### config.mk
export PLATFORM = sky130hd
export DESIGN_NAME = jt08_mix_seq_flat
export DESIGN_NICKNAME = d
export VERILOG_FILES = /design/src/rtl/jt08_mix_pkg.sv /design/src/rtl/jt08_mix_if.sv /design/src/rtl/jt08_pcm_port.sv /design/src/rtl/jt08_mix_seq.sv /design/src/flat_wrapper.sv
export SDC_FILE = /design/constraint.sdc
export NUM_CORES = 1
export LEC_CHECK = 0
export CAP_MARGIN = 20
export CORE_AREA = 2 2 120 122
export CTS_CLUSTER_SIZE = 25
export DETAILED_ROUTE_END_ITERATION = 7
export DIE_AREA = 0 0 122 124
export GPL_ROUTABILITY_DRIVEN = 0
export MAX_ROUTING_LAYER = met4
export PLACE_DENSITY = 0.82
export SLEW_MARGIN = 20
export SYNTH_ARGS = -nofsm -noshare
export SYNTH_HDL_FRONTEND = slang
export SYNTH_HIERARCHICAL = 1
export SYNTH_SLANG_ARGS = --single-unit
### constraint.sdc
create_clock -name clk -period 2.4 [get_ports clk]
set_input_delay 0.36 -clock clk [delete_from_list [all_inputs] [get_ports clk]]
set_output_delay 0.36 -clock clk [all_outputs]
set_load 0.01 [all_outputs]
### src/rtl/jt08_mix_pkg.sv
// jt08_mix_seq shared types and constants
// Slot order, frame geometry and PCM source encodings
package jt08_mix_pkg;

    typedef logic signed [15:0] sample_t;

    typedef enum logic [1:0] {
        PCM_SEL_FM = 2'b00,
        PCM_SEL_B  = 2'b01,
        PCM_SEL_A  = 2'b10
    } pcm_sel_e;

    localparam int FRAME_SLOTS = 24;
    localparam int CH_SLOTS    = 6;

    localparam logic [2:0] SLOT_ORDER [CH_SLOTS] = '{
        3'd0, 3'd1, 3'd2, 3'd4, 3'd5, 3'd6
    };

    localparam logic [4:0] LAST_SLOT = {2'd3, 3'd6};

    function automatic logic [2:0] slot_ch(input logic [2:0] pos);
        return SLOT_ORDER[pos];
    endfunction

endpackage

### src/rtl/jt08_mix_if.sv
// jt08_mix_seq ADPCM sample handshake bundle
// Master offers samples, slave acknowledges captures
interface jt08_mix_if;
    import jt08_mix_pkg::*;

    logic    adpcma_valid;
    sample_t adpcma_l;
    sample_t adpcma_r;
    logic    adpcma_ack;
    logic    adpcmb_valid;
    sample_t adpcmb_l;
    sample_t adpcmb_r;
    logic    adpcmb_ack;

    modport master (
        output adpcma_valid, adpcma_l, adpcma_r,
        output adpcmb_valid, adpcmb_l, adpcmb_r,
        input  adpcma_ack, adpcmb_ack
    );

    modport slave (
        input  adpcma_valid, adpcma_l, adpcma_r,
        input  adpcmb_valid, adpcmb_l, adpcmb_r,
        output adpcma_ack, adpcmb_ack
    );

endinterface

### src/rtl/jt08_pcm_port.sv
// jt08_mix_seq per-source sample port
// Capture handshake, frame-aligned active copy, sticky overrun
module jt08_pcm_port
    import jt08_mix_pkg::*;
(
    input  logic    clk,
    input  logic    rst_n,
    input  logic    frame,
    input  logic    valid,
    input  sample_t smp_l,
    input  sample_t smp_r,
    output logic    ack,
    output sample_t act_l,
    output sample_t act_r,
    output logic    ovf
);

    sample_t hold_l;
    sample_t hold_r;
    logic    cap;
    logic    seen;

    // a sample still offered during its ack cycle is not taken twice
    assign cap = valid & ~ack;

    // latch offered sample and acknowledge it for one cycle
    always_ff @(posedge clk or negedge rst_n) begin
        if (!rst_n) begin
            ack    <= 1'b0;
            hold_l <= '0;
            hold_r <= '0;
        end else begin
            ack <= cap;
            if (cap) begin
                hold_l <= smp_l;
                hold_r <= smp_r;
            end
        end
    end

    // frame boundary publishes the last held sample
    always_ff @(posedge clk or negedge rst_n) begin
        if (!rst_n) begin
            act_l <= '0;
            act_r <= '0;
        end else if (frame) begin
            act_l <= hold_l;
            act_r <= hold_r;
        end
    end

    // a capture on the boundary cycle belongs to the new frame
    always_ff @(posedge clk or negedge rst_n) begin
        if (!rst_n) begin
            seen <= 1'b0;
            ovf  <= 1'b0;
        end else begin
            if (frame) seen <= cap;
            else if (cap) seen <= 1'b1;
            if (cap & seen & ~frame) ovf <= 1'b1;
        end
    end

endmodule

### src/rtl/jt08_mix_seq.sv
// jt08_mix_seq FM slot sequencer and ADPCM injection scheduler
// Owns all accumulator timing: slot index, frame pulse, PCM slots
module jt08_mix_seq
    import jt08_mix_pkg::*;
#(
    parameter int         PCM_DLY = 2,
    parameter logic [4:0] TRIG_A  = 5'd0,
    parameter logic [4:0] TRIG_B  = 5'd4
) (
    input  logic         clk,
    input  logic         rst_n,
    input  logic         cen,
    input  logic         clk_en,
    jt08_mix_if.slave    adpcm,
    output logic [2:0]   cur_ch,
    output logic [1:0]   cur_op,
    output logic         zero,
    output pcm_sel_e     pcm_sel,
    output logic         acc_clk_en,
    output sample_t      pcm_l,
    output sample_t      pcm_r,
    output logic [1:0]   ovf
);

    logic [2:0]         pos;
    logic               adv;
    logic               frame;
    logic               trig_a;
    logic               trig_b;
    logic [PCM_DLY-1:0] pipe_a;
    logic [PCM_DLY-1:0] pipe_b;
    logic               pend_a;
    logic               pend_b;
    logic               want_a;
    logic               want_b;
    logic               inj;
    logic               inj_a;
    logic               inj_b;
    sample_t            act_al;
    sample_t            act_ar;
    sample_t            act_bl;
    sample_t            act_br;
    logic               ovf_a;
    logic               ovf_b;

    assign adv    = cen & clk_en;
    assign cur_ch = slot_ch(pos);
    assign zero   = ({cur_op, cur_ch} == LAST_SLOT);
    assign frame  = adv & zero;
    assign trig_a = adv & ({cur_op, cur_ch} == TRIG_A);
    assign trig_b = adv & ({cur_op, cur_ch} == TRIG_B);

    // the pipe tail counts as pending on the cen cycle it arrives
    assign want_a = pend_a | pipe_a[PCM_DLY-1];
    assign want_b = pend_b | pipe_b[PCM_DLY-1];
    assign inj    = cen & ~clk_en;
    assign inj_a  = inj & want_a;
    assign inj_b  = inj & want_b & ~want_a;
    assign ovf    = {ovf_a, ovf_b};

    // slot position walks the channel table, operator bumps on wrap
    always_ff @(posedge clk or negedge rst_n) begin
        if (!rst_n) begin
            pos    <= 3'd0;
            cur_op <= 2'd0;
        end else if (adv) begin
            if (pos == 3'(CH_SLOTS - 1)) begin
                pos    <= 3'd0;
                cur_op <= cur_op + 2'd1;
            end else begin
                pos <= pos + 3'd1;
            end
        end
    end

    // trigger delay pipes and pending flags advance on cen only
    always_ff @(posedge clk or negedge rst_n) begin
        if (!rst_n) begin
            pipe_a <= '0;
            pipe_b <= '0;
            pend_a <= 1'b0;
            pend_b <= 1'b0;
        end else if (cen) begin
            pipe_a <= PCM_DLY'({pipe_a, trig_a});
            pipe_b <= PCM_DLY'({pipe_b, trig_b});
            pend_a <= want_a & ~inj_a;
            pend_b <= want_b & ~inj_b;
        end
    end

    // accumulator controls: one-clk PCM slot or pass-through FM enable
    always_ff @(posedge clk or negedge rst_n) begin
        if (!rst_n) begin
            pcm_sel    <= PCM_SEL_FM;
            acc_clk_en <= 1'b0;
            pcm_l      <= '0;
            pcm_r      <= '0;
        end else begin
            unique case (1'b1)
                inj_a: begin
                    pcm_sel    <= PCM_SEL_A;
                    acc_clk_en <= 1'b1;
                    pcm_l      <= act_al;
                    pcm_r      <= act_ar;
                end
                inj_b: begin
                    pcm_sel    <= PCM_SEL_B;
                    acc_clk_en <= 1'b1;
                    pcm_l      <= act_bl;
                    pcm_r      <= act_br;
                end
                default: begin
                    pcm_sel    <= PCM_SEL_FM;
                    acc_clk_en <= adv;
                end
            endcase
        end
    end

    jt08_pcm_port u_port_a (
        .clk   (clk),
        .rst_n (rst_n),
        .frame (frame),
        .valid (adpcm.adpcma_valid),
        .smp_l (adpcm.adpcma_l),
        .smp_r (adpcm.adpcma_r),
        .ack   (adpcm.adpcma_ack),
        .act_l (act_al),
        .act_r (act_ar),
        .ovf   (ovf_a)
    );

    jt08_pcm_port u_port_b (
        .clk   (clk),
        .rst_n (rst_n),
        .frame (frame),
        .valid (adpcm.adpcmb_valid),
        .smp_l (adpcm.adpcmb_l),
        .smp_r (adpcm.adpcmb_r),
        .ack   (adpcm.adpcmb_ack),
        .act_l (act_bl),
        .act_r (act_br),
        .ovf   (ovf_b)
    );

endmodule

### src/flat_wrapper.sv
// flat-port wrapper written by rule: the top's interface ports become plain ports
module jt08_mix_seq_flat import jt08_mix_pkg::*;
#(
    parameter int         PCM_DLY = 2,
    parameter logic [4:0] TRIG_A  = 5'd0,
    parameter logic [4:0] TRIG_B  = 5'd4
)
  (clk, rst_n, cen, clk_en, cur_ch, cur_op, zero, pcm_sel, acc_clk_en, pcm_l, pcm_r, ovf, adpcm_adpcma_valid, adpcm_adpcma_l, adpcm_adpcma_r, adpcm_adpcmb_valid, adpcm_adpcmb_l, adpcm_adpcmb_r, adpcm_adpcma_ack, adpcm_adpcmb_ack);
  jt08_mix_if adpcm_i ();
  input  logic clk;
  input  logic rst_n;
  input  logic cen;
  input  logic clk_en;
  output logic [2:0] cur_ch;
  output logic [1:0] cur_op;
  output logic zero;
  output pcm_sel_e pcm_sel;
  output logic acc_clk_en;
  output sample_t pcm_l;
  output sample_t pcm_r;
  output logic [1:0] ovf;
  input wire logic [$bits(adpcm_i.adpcma_valid)-1:0] adpcm_adpcma_valid;
  input wire logic [$bits(adpcm_i.adpcma_l)-1:0] adpcm_adpcma_l;
  input wire logic [$bits(adpcm_i.adpcma_r)-1:0] adpcm_adpcma_r;
  input wire logic [$bits(adpcm_i.adpcmb_valid)-1:0] adpcm_adpcmb_valid;
  input wire logic [$bits(adpcm_i.adpcmb_l)-1:0] adpcm_adpcmb_l;
  input wire logic [$bits(adpcm_i.adpcmb_r)-1:0] adpcm_adpcmb_r;
  output wire logic [$bits(adpcm_i.adpcma_ack)-1:0] adpcm_adpcma_ack;
  output wire logic [$bits(adpcm_i.adpcmb_ack)-1:0] adpcm_adpcmb_ack;
  assign adpcm_i.adpcma_valid = adpcm_adpcma_valid;
  assign adpcm_i.adpcma_l = adpcm_adpcma_l;
  assign adpcm_i.adpcma_r = adpcm_adpcma_r;
  assign adpcm_i.adpcmb_valid = adpcm_adpcmb_valid;
  assign adpcm_i.adpcmb_l = adpcm_adpcmb_l;
  assign adpcm_i.adpcmb_r = adpcm_adpcmb_r;
  assign adpcm_adpcma_ack = adpcm_i.adpcma_ack;
  assign adpcm_adpcmb_ack = adpcm_i.adpcmb_ack;
  jt08_mix_seq #(.PCM_DLY(PCM_DLY), .TRIG_A(TRIG_A), .TRIG_B(TRIG_B)) u_core (.clk(clk), .rst_n(rst_n), .cen(cen), .clk_en(clk_en), .adpcm(adpcm_i), .cur_ch(cur_ch), .cur_op(cur_op), .zero(zero), .pcm_sel(pcm_sel), .acc_clk_en(acc_clk_en), .pcm_l(pcm_l), .pcm_r(pcm_r), .ovf(ovf));
endmodule
Word level (Yosys, flattened, before mapping)
Memories as Yosys holds them, arrays and structs flattened.
Cells that the tools add are included.

operators by class
  $lt $le $gt $ge = 1
  bitwise gates (word level) = 26
  mux-type cells = 11
  eq/ne operators = 3
  $add $sub $neg = 2
  reductions and logical operators = 6

operator list
  cell                                           count
  case mux 16 bit (2 select lines)               2
  AND 1 bit                                      16
  two-way mux 3 bit                              3
  NOT 1 bit                                      7
  nonzero test 2 bit                             3
  == test 5 x 3 -> 1 bit, second input constant  1
  == test 5 bit, second input constant           1
  zero test 5 bit                                1
  two-way mux 1 bit                              5
  >= comparator 4 bit, second input constant     1
  NOT 3 -> 4 bit                                 1
  case mux 2 bit (2 select lines)                1
  adder 3 x 1 -> 3 bit, second input constant    1
  == test 3 bit, second input constant           1
  adder 2 x 1 -> 2 bit, second input constant    1
  bitwise OR 1 bit                               2
  AND reduction 2 bit                            1
  OR reduction 2 bit                             1

storage, ports and cells
  register bits after elaboration = 180
  input bits = 70
  bits in read-only memories = 24
  output and inout port bits = 45
  memories = 1

memory list
  memory            depth  bits a word  rd ports  clocked after Yosys merged registers in  write ports  line                RTL
  (name not given)  8      3            1         0                                        0            jt08_mix_pkg.sv:23  return SLOT_ORDER[pos];

Longest topological paths before layout
Gate-level depths: netlist (run 1).

  depth after elaboration = 8
  gate-level depth with buffers = 8
  gate-level depth less buffers = 5

Modules after synthesis
Netlist (run 1), hierarchy kept.

by module, submodules not included
  module         instances  area an instance (um^2)  cells an instance  seq. area each (um^2)
  jt08_pcm_port  2          2630.0                   143                1676.6
  jt08_mix_seq   1          2127.0                   182                1151.1

Worst setup path after synthesis (run 1)
No wires, ideal clock.

  path kind = flip-flop to flip-flop
  start point = reg u_core.pos[0]
  end point = reg u_core.u_port_a.act_l[0]
  slack = 0.368 ns
  library setup time = 0.125 ns
  buffers on the path = 3
  data required time = 2.275 ns
  arrival = 1.907 ns
  cell stages (with the launch flop) = 8
  cell sequence = dfrtp_1 clkbuf_1 nand2_1 ha_1 nor4_1 buf_2 buf_2 mux2_2

on the way
  cells in the longest elaborated chain, start to end = 6

RTL lines
  item                                                  line                 RTL
  start: declaration                                    jt08_mix_seq.sv:25   logic [2:0] pos;
  start signal: assignment                              jt08_mix_seq.sv:71   pos <= pos + 3'd1;
  NOT 3 -> 4 bit (implied by the code)                  jt08_mix_pkg.sv:23
  memory read (8 x 3 bit)                               --
  two-way mux 3 bit (implied by the code) (2 in a row)  jt08_mix_pkg.sv:23
  == test 5 bit                                         jt08_mix_seq.sv:48   assign zero = ({cur_op, cur_ch} == LAST_SLOT);
  AND 1 bit                                             jt08_mix_seq.sv:49   assign frame = adv & zero;
  via u_core.frame                                      jt08_mix_seq.sv:27   logic frame;
  end signal: assignment                                jt08_pcm_port.sv:47  act_l <= hold_l;
  end: declaration                                      jt08_pcm_port.sv:13  output sample_t act_l,

The timed path passes the listed nets, and every way through them passes these cells. The select of a mux whose other input is x is not followed.
A chain may end at the register's enable or synchronous reset.

Worst setup path after layout (run 1)
  start point = reg u_core.pos[0]
  end point = out cur_ch[1]

on the way
  cells in the longest elaborated chain, start to end = 4

RTL lines
  item                                                  line                RTL
  NOT 3 -> 4 bit (implied by the code)                  jt08_mix_pkg.sv:23
  memory read (8 x 3 bit)                               --
  two-way mux 3 bit (implied by the code) (2 in a row)  jt08_mix_pkg.sv:23
  end: declaration                                      flat_wrapper.sv:14  output logic [2:0] cur_ch;

Every way passes these cells. The select of a mux whose other input is x is not followed.

==> run metrics, run 1 <==
post-route ant nets 0; routed via count 4268; std cell rows 43; EDFF count, synth 0; 1st-pass router iterations 4; main combinational cell family by area after synthesis multiplexers; Final Cell Area 9250 µm²; Sequential Power Share 46.0%; Synth Warn # 6; first-pass GRT wire length 24180 µm; Post-Synth Adder-Cell Area 0.3388%; XOR/XNOR Fraction of Synth Area 0.4743%; asr flop ratio synth 100.0%; MaxCap Viol Count 0; outcome complete, no violations; die width 122 µm; Worst R2R Setup Slack 350 ps; Yosys cell types 37; Max Clk Rate 436.4 MHz; CTS clk-pin slew, worst paths 70 ps; RSZ-0062 raised after global routing no; crit path time final 2291 ps; clock insertion delay at the later pin of the skew report 440 ps; critical path peak fanout 7; fillers 931; Remaining Overflow, GRT 0; endpoints failing hold 0; area fraction in compound gates after synthesis 6.114%; syn_nets 540; CTS Buf Count 17; Final Net Count 654; CTS Sinks 180; switching power share of the total 28.45%; commonest cells after routing, fill and taps aside dfrtp_1, clkdlybuf4s50_1, mux2_2, mux2_4, and3_1; diode count 0; most common cell after layout, fill and taps aside dfrtp_1; mux cell area share after synthesis 22.56%; number of global-route vias before repair 4646; H-tree levels 4; Clock Power Share 30.2%; WL final 14750 µm; Synth Area in Simple Gates 4.997%; Max-slew headroom 61.44%; Die ar. 15130 µm²; critical path data arrival time 1930 ps; post-route setup TNS 0 ps; Hold WC Path Type input pin to asynchronous set/reset pin; Syn Area/Cell 15.78 µm²; Crit path largest cell delay 480 ps; Power Internal 6.638 mW; Critical Path Slowest Stage Cell clkdlybuf4s50_1; Seq/Total Area, Yosys 60.98%; placed cell area 8636 µm²; initial drt markers 214; Area Growth Syn to Fin 25.22%; Leak Pwr 4.393 nW; Final period util 95.47%; reg-to-reg startpoint u_core/pos[1]$_DFFE_PN0P_; flops & latches, synth 180; Most used DFF post-synth dfrtp_1; die height 124 µm; Worst Setup Start Kind flip-flop; io pins 115; CP required 2040 ps; pwr dens 1003 nW/µm²; number of antenna violations at the first check in global routing 0; hold slack 471.6 ps; IO buf count 114; DRC Markers 0; combinational share of power 23.8%; Worst IR Drop VDD 0.0005575 V; synthesized cell area 7387 µm²; Worst Skew 13.31 ps; Least-Margin Pin Slew 578.4 ps; Setup CP Type flip-flop to primary output; Syn Inst Count 468; maximum clock path buffer count 2; Worst Reg2Reg Path Length in Cells 6; hpwl dp 9186 µm; TritonCTS clock tree done; FF-to-FF End u_core/u_port_a/act_r[0]$_DFFE_PN0P_; Tot GR Track Use 21.72%; core box area 13720 µm²; Cell Chain, Critical Path nand2_1 > a21boi_1 > inv_1 > clkdlybuf4s50_1; Pwr Total 9.278 mW; vias per cell 5.507; layout cells sized above 1 34.45%; initial core utilization 53.84%; Slew Limit Fails 0; Sw Pwr 2.640 mW; DR WL/cell 19.03 µm; crit end category primary output; number of setup violations in the final report 0; root buf cell clkbuf_16; Core Util, Final 67.42%; pin count of the biggest net entering global routing 66
[metal layers]
metal,share of wire [%],track usage (%)
met1,44,27.60
met2,50,34.92
met3,3.7,3.984
met4,2.1,8.693
met5,0,-
[per-stage QoR]
stage,instances,setup WS [ps]
floorplan,468,368.0
global placement,742,275.3
detailed placement,742,194.4
CTS,775,17.85
global route,775,58.93
finish,775,108.7
[cells by family (layout without fill, tap and decap cells)]
family | Yosys count | in the layout
and+or+nand+nor | 61 | 61
buffers and inverters | 41 | 168
adders and majority gates | 2 | 2
xor gates and xnor gates | 4 | 4
DFF | 180 | 180
muxes | 130 | 130
AOI/OAI and AO/OA | 50 | 50
[power groups by stage]
stage	logic [mW]	clock network, mW	registers, mW
after floorplan	1.27	0	4.21
after CTS	2.23	2.85	4.26
final	2.21	2.80	4.27
after global routing	2.38	2.99	4.36
after detailed placement	2.20	0	4.29
after global placement	2.10	0	4.26
[cells in the mapped netlist, types with 4 or more instances]
cell type  number  area (µm²)
a221o_1        12       120.1
a221o_2        17       191.4
and3_1         29       181.4
buf_12          6       120.1
buf_2           6       30.03
buf_4           4       30.03
clkbuf_1       11       41.29
dfrtp_1       180        4504
inv_1           7       26.28
mux2_2         76       855.8
mux2_4         54       810.8
nand2_1         6       22.52
nor2_1          6       22.52
nor3_1          5       25.02
o21ai_0         6       30.03
[area by class of cell]
cell class,instances,area (µm²),area share [%]
clock inverters,14,168.9,1.826
multi-input cells,247,2556,27.63
clock buffers,18,429.2,4.640
repair buffers,128,1328,14.35
flip-flops and latches,180,4508,48.74
well taps,180,225.2,2.435
inverters,8,35.03,0.3787
[state kept, by name, summed over array words and instances (netlist names), 2 cells and up]
name,cells
u_core/pcm_r,16
u_core/u_port_b/hold_l,16
u_core/u_port_a/act_l,16
u_core/pcm_sel,2
u_core/pcm_l,16
u_core/u_port_a/hold_l,16
u_core/u_port_b/act_r,16
u_core/u_port_a/hold_r,16
u_core/u_port_b/act_l,16
u_core/pipe_a,2
u_core/pos,3
u_core/u_port_b/hold_r,16
u_core/pipe_b,2
u_core/u_port_a/act_r,16
u_core/cur_op,2
[critical path, delay by kind of cell (launching register included)]
family / cells / cell delay, ps
simple gates: 1 / 150
compound gates: 1 / 340
buf+inv: 2 / 550
flops: 1 / 460
[how the worst max path moves through the flow]
stage | from | endpoint | slack [ps] | cells after the start
2_1_floorplan | u_core/pos[0]$_DFFE_PN0P_ | u_core/u_port_a/act_l[0]$_DFFE_PN0P_ | 370 | 7
3_3_place_gp | clk_en | u_core/pcm_r[4]$_DFFE_PN0P_ | 280 | 5
3_5_place_dp | clk_en | u_core/pcm_l[1]$_DFFE_PN0P_ | 190 | 5
4_1_cts | u_core/pos[0]$_DFFE_PN0P_ | zero | 20 | 4
5_1_grt | u_core/pos[0]$_DFFE_PN0P_ | cur_ch[1] | 60 | 4
6_report | u_core/pos[0]$_DFFE_PN0P_ | cur_ch[1] | 110 | 4
[timing repair]
action                                 4_1_cts  5_1_grt
endpoints found under the hold margin       62        0
cloned                                       0        0
hold buffers                                 1        0
resized for setup                            3        2
buffers inserted                             0        0
setup endpoints to repair                    2        1
Note: power is estimated with default switching activity, not from simulation.
==> run 2, diff against run 1 <==
--- a/config.mk
+++ b/config.mk
@@ -6,15 +6,14 @@
 export NUM_CORES = 1
 export LEC_CHECK = 0
 export CAP_MARGIN = 20
-export CORE_AREA = 2 2 120 122
+export CORE_AREA = 2 2 152 95
 export CTS_CLUSTER_SIZE = 25
 export DETAILED_ROUTE_END_ITERATION = 7
-export DIE_AREA = 0 0 122 124
+export DIE_AREA = 0 0 154 97
 export GPL_ROUTABILITY_DRIVEN = 0
 export MAX_ROUTING_LAYER = met4
-export PLACE_DENSITY = 0.82
+export PLACE_DENSITY = 0.81
 export SLEW_MARGIN = 20
 export SYNTH_ARGS = -nofsm -noshare
 export SYNTH_HDL_FRONTEND = slang
-export SYNTH_HIERARCHICAL = 1
 export SYNTH_SLANG_ARGS = --single-unit
==> run 2 against run 1 <==
Global-route usage increased by 2.4 points. Utilization decreased by 0.095 points. Clock-buffer cell count unchanged. Largest power group unchanged. Flip-flop and latch count unchanged.
==> run metrics, run 2 <==
outcome complete, no violations; CTS clk-pin slew, worst paths 70 ps; die height 97 µm; Final period util 97.26%; met3 routed WL 984 µm; Least-Margin Pin Slew 891.7 ps; RSZ-0062 raised after global routing no; Remaining Overflow, GRT 0; top post-synthesis cells by area dfrtp_1, nand2_1, mux2_2, a221o_1, and3_1; WL met1 7613 µm; Worst Skew 12.21 ps; DR top layer met4; Synth Warn # 0; Die ar. 14940 µm²; hold path start adpcm_adpcma_l[2]; root buf cell clkbuf_16; CP required 2690 ps; number of setup violations in the final report 0; CP delay by family, top buffers and inverters; number of antenna violations at the first check in global routing 0; diode count 0; Area Growth Syn to Fin 28.46%; CTS Buf Count 17; die width 154 µm; H-tree levels 4; DRC Markers 0; TritonCTS clock tree done; hold slack 464.1 ps; first-pass GRT wire length 27100 µm; Most used DFF post-synth dfrtp_1; Worst IR Drop VDD 0.0006306 V; CTS Sinks 180; hold path cells 3; Max-slew headroom 40.55%; syn_nets 669; crit end category flip-flop; Syn Inst Count 597; critical path data arrival time 2630 ps; Worst Reg2Reg Path Length in Cells 7; critical path peak fanout 68; Slew Limit Fails 0; post-route ant nets 0; pwr dens 859.8 nW/µm²; std cell rows 33; post-route setup TNS 0 ps; Yosys top cell by area dfrtp_1; end of the worst hold path u_core.u_port_a.hold_l[2]$_DFFE_PN0N_; Yosys cell types 34; synthesized cell area 7033 µm²; hpwl dp 10640 µm; Setup CP Type flip-flop to flip-flop; IO buf count 114; commonest cells after routing, fill and taps aside nand2_1, dfrtp_1, clkdlybuf4s50_1, mux2_2; maximum clock path buffer count 2; reg-to-reg startpoint u_core.pos[1]$_DFFE_PN0P_; Critical Path Slowest Stage Cell dfrtp_1; Max Clk Rate 428.4 MHz; io pins 115; CP bufs+invs 2; initial core utilization 52.41%; Tot GR Track Use 24.12%; dpl ws 122.8 ps; cell with the most instances after synthesis nand2_1; vias per cell 5.475; Cell Chain, Critical Path nand2_1 > ha_1 > nand3b_1 > buf_4 > a211oi_4 > clkbuf_16 > mux2_2; endpoints failing hold 0; crit path time final 2334 ps; Core Util, Final 67.33%; Leak Pwr 4.599 nW; MaxCap Viol Count 0; Seq/Total Area, Yosys 64.05%; EDFF count, synth 0; Post-synth top cells nand2_1, dfrtp_1, mux2_2; DR WL/cell 18.59 µm; Crit path largest cell delay 420 ps; post-synth top area share 64.05%; layout cells sized above 1 15.70%; placed cell area 8394 µm²; pin count of the biggest net entering global routing 69; routed via count 4933; Worst Setup Start Kind flip-flop; Worst R2R Setup Slack 70 ps; setup ws final 65.81 ps; Final Cell Area 9035 µm²; 1st-pass router iterations 4; core box area 13420 µm²; number of global-route vias before repair 5196; met2 WL 7863 µm; Syn Area/Cell 11.78 µm²; Final Net Count 785; initial drt markers 372; WL final 16750 µm; FF-to-FF End u_core.u_port_a.act_r[2]$_DFFE_PN0P_; clock insertion delay at the later pin of the skew report 420 ps; asr flop ratio synth 100.0%; flops & latches, synth 180; Hold WC Path Type input pin to flip-flop; most common cell after layout, fill and taps aside nand2_1
[run 2: area by class of cell]
type	instances	area (µm²)
clock inverter	14	128.9
inverter	8	30.03
tap	175	219.0
clock buffer	18	439.2
fill	937	4384
multi-input combinational	370	2335
timing repair buffer	136	1376
sequential	180	4507
[run 2: cell families after synthesis]
group | synth area share [%]
simple gates | 15.07
flops | 64.05
mux | 10.57
compound gates | 6.262
buf+inv | 3.202
xor+xnor | 0.4981
fa+ha+maj | 0.3558
[run 2: metrics by stage]
| stage | power, mW | cells |
|---|---|---|
| global placement | 4.957 | 862 |
| detailed placement | 5.033 | 862 |
| finish | 7.768 | 901 |
| floorplan | 4.313 | 597 |
| CTS | 7.760 | 901 |
| global route | 8.106 | 901 |
[run 2: timing repair]
action	in CTS	in global routing
resized for setup	4	3
pin swaps	0	0
setup buffers	6	0
hold buffers	1	0
hold endpoints to repair	65	0
setup endpoints to repair	1	6
[run 2: worst register-to-register path, stage by stage (launching register included)]
cell	delay (ps)
dfrtp_1	420
nand2_1	110
ha_1	230
nand3b_1	220
buf_4	180
a211oi_4	250
clkbuf_16	390
mux2_2	410
[run 2: where the power goes]
| group | internal (mW) | switching [mW] |
|---|---|---|
| sequential | 3.38 | 0.253 |
| combinational | 0.669 | 0.815 |
| clock | 1.47 | 1.18 |
[run 2: layer usage]
metal / global-route usage (%) / vias up
met1: 32.51 / 2467
met4: 8.843 / 0
met5: - / -
li1: - / 2249
met3: 4.973 / 30
met2: 36.67 / 187
[run 2: how the worst max path moves through the flow]
stage / start / to / slack [ps] / depth (start not counted)
after floorplan: u_core.pos[2]$_DFFE_PN0P_ / u_core.u_port_a.act_l[0]$_DFFE_PN0P_ / 390 / 8
after global placement: cen / u_core.pcm_l[5]$_DFFE_PN0P_ / 210 / 5
after detailed placement: u_core.pos[2]$_DFFE_PN0P_ / u_core.u_port_a.act_r[2]$_DFFE_PN0P_ / 120 / 6
after CTS: u_core.pos[1]$_DFFE_PN0P_ / cur_ch[0] / 2 / 5
after global routing: u_core.pos[1]$_DFFE_PN0P_ / u_core.u_port_b.act_r[4]$_DFFE_PN0P_ / 9 / 7
final: u_core.pos[1]$_DFFE_PN0P_ / u_core.u_port_a.act_r[2]$_DFFE_PN0P_ / 70 / 7
